`src/rtl/turfio_word_align.sv`:
```
// TURFIO word aligner: packs ISERDES nibbles into 8-bit words and slips the bit offset
// until the training byte is seen LOCK_COUNT times in a row, then holds lock.
module turfio_word_align #(
   parameter logic [7:0]  TRAIN_PATTERN = 8'hA9,
   parameter int unsigned LOCK_COUNT    = 8
) (
   input  logic        if_clk_i,
   input  logic        rst_n_i,
   input  logic [3:0]  data_i,
   input  logic        start_i,
   input  logic        check_i,
   output logic [7:0]  word_o,
   output logic        word_valid_o,
   output logic [2:0]  offset_o,
   output logic        locked_o,
   output logic        fail_o,
   output logic [15:0] err_cnt_o
);

   localparam int unsigned HIST_W   = 16;
   localparam int unsigned OFF_W    = 3;
   localparam int unsigned ATT_W    = 4;
   localparam int unsigned CNT_W    = 8;
   localparam int unsigned ERR_W    = 16;
   localparam logic [CNT_W-1:0] LOCK_CNT  = CNT_W'(LOCK_COUNT);
   localparam logic [ATT_W-1:0] LAST_ATT  = ATT_W'(7);
   localparam logic [ERR_W-1:0] ERR_MAX   = '1;

   typedef enum logic [2:0] {
      S_IDLE,
      S_SEARCH,
      S_VERIFY,
      S_LOCKED,
      S_FAIL
   } state_e;

   state_e              state_q, state_d;
   logic [HIST_W-1:0]   hist_q, hist_d;
   logic                phase_q, phase_d;
   logic [OFF_W-1:0]    offset_q, offset_d;
   logic [ATT_W-1:0]    attempts_q, attempts_d;
   logic [CNT_W-1:0]    match_cnt_q, match_cnt_d;
   logic                settle_q, settle_d;
   logic [7:0]          word_q, word_d;
   logic                word_valid_q, word_valid_d;
   logic                locked_q, locked_d;
   logic                fail_q, fail_d;
   logic [ERR_W-1:0]    err_cnt_q, err_cnt_d;

   logic                strobe;
   logic                cmp_slot;
   logic                match;
   logic                slip;
   logic [7:0]          cand;

   assign hist_d   = {hist_q[HIST_W-5:0], data_i};
   assign phase_d  = ~phase_q;
   assign strobe   = phase_q;
   // The strobe right after an offset change sees a word straddling two alignments.
   assign cmp_slot = strobe & ~settle_q;
   assign cand     = 8'(hist_d >> offset_q);
   assign match    = (cand == TRAIN_PATTERN);

   // Next-state and output logic for the search / verify / lock sequence.
   always_comb begin
      state_d      = state_q;
      offset_d     = offset_q;
      attempts_d   = attempts_q;
      match_cnt_d  = match_cnt_q;
      err_cnt_d    = err_cnt_q;
      settle_d     = settle_q & ~strobe;
      word_d       = word_q;
      word_valid_d = 1'b0;
      slip         = 1'b0;

      if (cmp_slot && state_q != S_IDLE && state_q != S_FAIL) begin
         word_valid_d = 1'b1;
         word_d       = cand;
      end

      if (start_i) begin
         state_d     = S_SEARCH;
         attempts_d  = '0;
         match_cnt_d = '0;
         err_cnt_d   = '0;
      end else if (cmp_slot) begin
         case (state_q)
            S_SEARCH: begin
               if (match) begin
                  match_cnt_d = CNT_W'(1);
                  state_d     = (LOCK_CNT == CNT_W'(1)) ? S_LOCKED : S_VERIFY;
               end else begin
                  slip = 1'b1;
               end
            end
            S_VERIFY: begin
               if (match) begin
                  match_cnt_d = match_cnt_q + CNT_W'(1);
                  if (match_cnt_q + CNT_W'(1) == LOCK_CNT) begin
                     state_d = S_LOCKED;
                  end
               end else begin
                  slip = 1'b1;
               end
            end
            S_LOCKED: begin
               if (check_i && !match && err_cnt_q != ERR_MAX) begin
                  err_cnt_d = err_cnt_q + ERR_W'(1);
               end
            end
            default: ;
         endcase
      end

      // Eighth slip since start means every offset has been tried.
      if (slip) begin
         offset_d    = offset_q + OFF_W'(1);
         attempts_d  = attempts_q + ATT_W'(1);
         match_cnt_d = '0;
         settle_d    = 1'b1;
         state_d     = (attempts_q == LAST_ATT) ? S_FAIL : S_SEARCH;
      end

      locked_d = (state_d == S_LOCKED);
      fail_d   = (state_d == S_FAIL);
   end

   always_ff @(posedge if_clk_i or negedge rst_n_i) begin
      if (!rst_n_i) begin
         state_q      <= S_IDLE;
         hist_q       <= '0;
         phase_q      <= 1'b0;
         offset_q     <= '0;
         attempts_q   <= '0;
         match_cnt_q  <= '0;
         settle_q     <= 1'b0;
         word_q       <= '0;
         word_valid_q <= 1'b0;
         locked_q     <= 1'b0;
         fail_q       <= 1'b0;
         err_cnt_q    <= '0;
      end else begin
         state_q      <= state_d;
         hist_q       <= hist_d;
         phase_q      <= phase_d;
         offset_q     <= offset_d;
         attempts_q   <= attempts_d;
         match_cnt_q  <= match_cnt_d;
         settle_q     <= settle_d;
         word_q       <= word_d;
         word_valid_q <= word_valid_d;
         locked_q     <= locked_d;
         fail_q       <= fail_d;
         err_cnt_q    <= err_cnt_d;
      end
   end

   assign word_o       = word_q;
   assign word_valid_o = word_valid_q;
   assign offset_o     = offset_q;
   assign locked_o     = locked_q;
   assign fail_o       = fail_q;
   assign err_cnt_o    = err_cnt_q;

endmodule

```
`config.mk`:
```
export PLATFORM = sky130hd
export DESIGN_NAME = turfio_word_align
export DESIGN_NICKNAME = d
export VERILOG_FILES = /design/src/rtl/turfio_word_align.sv
export SDC_FILE = /design/constraint.sdc
export NUM_CORES = 1
export LEC_CHECK = 0
export CAP_MARGIN = 20
export CORE_MARGIN = 2
export CORE_UTILIZATION = 35
export CTS_CLUSTER_SIZE = 28
export DETAILED_ROUTE_END_ITERATION = 8
export PLACE_DENSITY_LB_ADDON = 0.2
export SLEW_MARGIN = 20
export SYNTH_ARGS = -nofsm -noshare
export SYNTH_HDL_FRONTEND = slang
export SYNTH_SLANG_ARGS = --single-unit
```
`constraint.sdc`:
```
create_clock -name if_clk_i -period 3.8 [get_ports if_clk_i]
set_clock_uncertainty 0.2 [all_clocks]
set_input_delay 0.38 -clock if_clk_i [delete_from_list [all_inputs] [get_ports if_clk_i]]
set_output_delay 0.38 -clock if_clk_i [all_outputs]
set_load 0.03 [all_outputs]
```
== After elaboration in Yosys (flattened, before gate mapping) ==
Index checks and enable logic that the tools add are counted.

* $add $sub $neg: 4
* Equal/unequal tests: 12
* Shifts and indexed selects: 1
* Mux-type cells: 26
* Bitwise gates (word level): 4
* Reductions and logical operators: 15

{| class="wikitable"
|+ Operators with widths
! operator !! count
|-
| $mux 16 || 4
|-
| $mux 8 || 5
|-
| $mux 3 || 7
|-
| $add 16x1->16 const B || 1
|-
| $ne 16x16->1 const B || 1
|-
| $pmux 8 s2 || 1
|-
| $shr 16x3->8 || 1
|-
| $eq 3x2->1 const B || 3
|-
| $add 8x1->8 const B || 1
|-
| $eq 8x4->1 const B || 1
|-
| $eq 8x8->1 const B || 1
|-
| $mux 4 || 2
|-
| $ne 4x4->1 const B || 2
|-
| $reduce_bool 2->1 || 4
|-
| $mux 1 || 6
|-
| $pmux 3 s2 || 1
|-
| $reduce_bool 3->1 || 2
|-
| $add 4x1->4 const B || 1
|-
| $eq 4x3->1 const B || 1
|-
| $logic_and 1x1->1 || 4
|-
| $reduce_and 4->1 || 1
|-
| $reduce_bool 4->1 || 1
|-
| $add 3x1->3 const B || 1
|-
| $eq 3x1->1 const B || 1
|-
| other kinds (7) || 9
|}

* Register bits: 59
* Bits of input ports: 8
* Output and inout bits: 30
* Word-level logic and storage cells: 74

== Depth between registers and ports, before layout ==
* Depth in word-level cells: 9
* Gate-level depth with buffers: 11
* Gate-level depth less buffers: 7

== Least setup slack after synthesis ==
Ideal clock, no wire load.

* Path kind: reg-to-reg
* Start point: reg offset_q[0], in the netlist offset_o[0]
* End point: reg offset_q[1], in the netlist offset_o[1]
* Setup time: 0.125 ns
* Data arrival time: 2.522 ns
* Required time: 3.475 ns
* Slack: 0.953 ns
* Stages on the path, launching flop included: 10
* Path buffers: 4
* Period minus slack after synthesis: 2.847 ns
* Path through: dfrtp_1 buf_6 buf_6 mux4_2 and2_1 and3_1 buf_6 buf_6 nor3_2 mux2_2

* Cells in the longest elaborated chain, start to end: 6
* Elaborated cells between the ends (all ways): 7
* Classes of those cells: add/sub: 1; eq/ne: 1; shift: 1; mux: 4

{| class="wikitable"
|+ Ends and longest elaborated chain
! element !! line !! RTL
|-
| from (decl) || 40 || <nowiki>logic [OFF_W-1:0] offset_q, offset_d;</nowiki>
|-
| from (signal assigned) || 146 || <nowiki>offset_q <= offset_d;</nowiki>
|-
| $shr 16x3->8 || 61 || <nowiki>assign cand = 8'(hist_d >> offset_q);</nowiki>
|-
| $eq 8x8->1 || 62 || <nowiki>assign match = (cand == TRAIN_PATTERN);</nowiki>
|-
| $mux 1 || 89, 97 ||
|-
| $mux 1 || - ||
|-
| $mux 1 || 86 || <nowiki>end else if (cmp_slot) begin</nowiki>
|-
| $mux 1 || 81 || <nowiki>if (start_i) begin</nowiki>
|}

Several ways; a longest one is shown, not always the timed one.
A chain may end at the register's enable or synchronous reset.

== Worst setup path in the final report ==
Same ends and word-level chain as after synthesis.

==> impl_metrics.py <==
metrics = {
    "status": {
        "outcome": "completed",
    },
    "global_route": {
        "grt_pass1_vias": 2354,
        "antenna_found_initial": 0,
        "track_usage_pct": 15.0,
        "grt.overflow.total": 0,
        "grt_pass1_wl_mm": 11.7,
        "grt_max_degree": 45,
    },
    "floorplanning": {
        "num_rows": 34,
        "io_pins": 38,
        "die_x_um": 99.0,
        "fp.dieArea_um2": 9790,
        "fp.dieH_um": 99.0,
        "core_area_um2": 8720,
        "start_util_pct": 36.2,
    },
    "power": {
        "peakVddDrop_mv": 0.350,
        "total_power_w": 0.00215,
        "power_density_nw_per_um2": 564,
        "p_leak_nw": 1.52,
    },
    "placed_design": {
        "io_buffers": 37,
        "hpwl_mm": 4.68,
        "numPlacedInstances": 430,
        "gp_congestion": 0.747,
        "dpl_worst_slack_ns": 0.622,
    },
    "cells_and_area": {
        "finish.utilization_pct": 43.7,
        "antenna_cells": 0,
        "final_nets": 346,
        "final_cells": 447,
        "n_fill_cell": 808,
        "layout-drive-gt1-share_pct": 11.2,
        "layout_commonest_cell": "dfrtp_1",
        "area_growth_pct": 20.7,
        "final_cell_mix": "dfrtp_1, clkdlybuf4s50_1, a21oi_1, nand2_1, nor2_1",
    },
    "synthesis": {
        "synth_fp_nets": 314,
        "ys.flop_type": "dfrtp_1",
        "ys_ff_latch": 58,
        "ys_seq_area_share_pct": 46.0,
        "synthCells": 302,
        "synth_top_cell_by_area": "dfrtp_1",
        "syn_avg_cell_area_um2": 10.4,
        "ys_types": 48,
        "async_flop_share_pct": 100,
        "synthTopCellsByArea": "dfrtp_1, mux4_2, a21oi_1, o31ai_1, mux2i_1",
        "synth_warnings": 0,
        "syn_area_um2": 3160,
        "synth_edf_count": 0,
        "synth_top_area_share_pct": 46.0,
    },
    "sta": {
        "hold_viol_final": 0,
        "fin_tns_setup_ns": 0,
        "slew_violations": 0,
        "rsz0062_at_grt": "no",
        "fin_crit_sh_pct": 83.4,
        "worstMarginPinSlew_ns": 0.866,
        "post-route-min-period_ns": 3.17,
        "relSlewSlack_pct": 42.0,
        "fin_ws_ns": 0.629,
        "fmax_mhz": 315,
        "setup_viol": 0,
    },
    "clocking": {
        "clock_latency_ns": 0.33,
        "clk_path_buf_depth": 2,
        "cts_sinks": 58,
        "post_cts_buffers": 0,
        "clkTransAtPathRegs_ns": 0.07,
        "h-tree-depth": 3,
        "root_buffer": "clkbuf_8",
        "cts_tree": "done",
        "cts_buffers": 9,
    },
    "routing": {
        "drt-total-wl_mm": 7.00,
        "drtAntennaViolNets": 0,
        "dr.first_iter.drc_count": 129,
        "drtPass1Iterations": 6,
        "vias_per_cell": 5.62,
        "drc": 0,
        "dr_total_vias": 2513,
        "wl_per_cell_um": 15.7,
    },
    "worst_setup_path": {
        "endpoint_kind": "register",
        "path_max_fanout": 44,
        "crit_required_ns": 3.81,
        "path_class": "register to register",
        "cp_data_arrival_time_ns": 3.18,
        "cp-start-kind": "register",
    },
    "hold_path": {
        "hold_path_class": "register to register",
    },
    "run": {
        "drv_cap": 0,
    },
}
registers in the layout, summed over array words and instances (netlist names), 3 cells and up:
| register | flops |
|---|---|
| err_cnt_o | 16 |
| match_cnt_q | 8 |
| attempts_q | 4 |
| word_o | 8 |
| state_q | 3 |
| hist_q | 11 |
| offset_o | 3 |
layout make-up:
cell class,count,area (um^2),area share (%)
Multi-Input combinational cell,218,1570,41.1
Timing Repair Buffer,42,418,11.0
Sequential cell,58,1450,38.1
Tap cell,108,135,3.55
Inverter,5,18.8,0.493
Clock inverter,5,77.6,2.04
Clock buffer,11,141,3.71
logic make-up (layout without fill, tap and decap cells):
kind of cell,count (synthesis),after routing,synth area share [%]
flip-flops,58,58,46.0
adder cells (fa/ha/maj),4,4,1.59
multiplexers,25,25,12.8
AND/OR/NAND/NOR,115,115,20.4
XOR/XNOR,4,4,1.11
AO/OA/AOI/OAI,70,70,13.8
buffers and inverters,26,63,4.32
repair_timing:
item / in CTS / in global routing
gates resized for setup: 0 / 0
hold buffers: 1 / 0
endpoints found under the hold margin: 23 / 0
synth_stat cells, drive strengths merged, types with 7 or more instances:
cell     n
a21oi   27
and3     7
buf     10
clkbuf  11
dfrtp   58
mux2i   10
mux4    12
nand2   20
nand2b   7
nand3   14
nor2    20
o21ai   12
o31ai   16
or4     13
power breakdown:
group	switching (W)	total [W]	internal, W	leakage, nW
Clock	0.000248	0.000633	0.000385	0.109
Combinational	0.000339	0.000693	0.000354	0.663
Sequential	0.000134	0.000822	0.000688	0.747
per-stage QoR:
| stage | hold slack [ns] | area (um^2) |
|---|---|---|
| detailed placement | 0.227 | 3580 |
| finish | 0.258 | 3810 |
| global route | 0.270 | 3810 |
| floorplan | -0.116 | 3160 |
| CTS | 0.260 | 3810 |
| global placement | 0.223 | 3580 |
worst max-delay path, cell delays in order (launching register included):
cell and delay, ns:
dfrtp_1 0.84, mux4_2 0.64, nor4bb_1 0.15, a31o_1 0.20, and3_1 0.17, buf_12 0.17
nor3_2 0.29, mux2_2 0.37
path summary, 6_finish.rpt:
path	from	cells after the start	to	slack [ns]
worst max-delay path	offset_o[0]	7	offset_o[1]	0.63
worst min-delay path	hist_q[6]	0	hist_q[10]	0.26
worst max register to register	offset_o[0]	7	offset_o[1]	0.63
worst min register to register	hist_q[6]	0	hist_q[10]	0.26
max in group asynchronous	rst_n_i	3	hist_q[8]	2.12
min in group asynchronous	rst_n_i	2	err_cnt_o[4]	0.39
routing by layer:
layer  vias to the layer above  part of all wire (%)  global-route usage [%]
met5                         -                     0                       0
met4                         0                   1.3                    6.32
met3                         7                   4.1                    2.62
met2                        52                    46                    22.7
met1                      1248                    48                    21.2
li1                       1206                     -                       -
(Power assumes the default switching activity.)
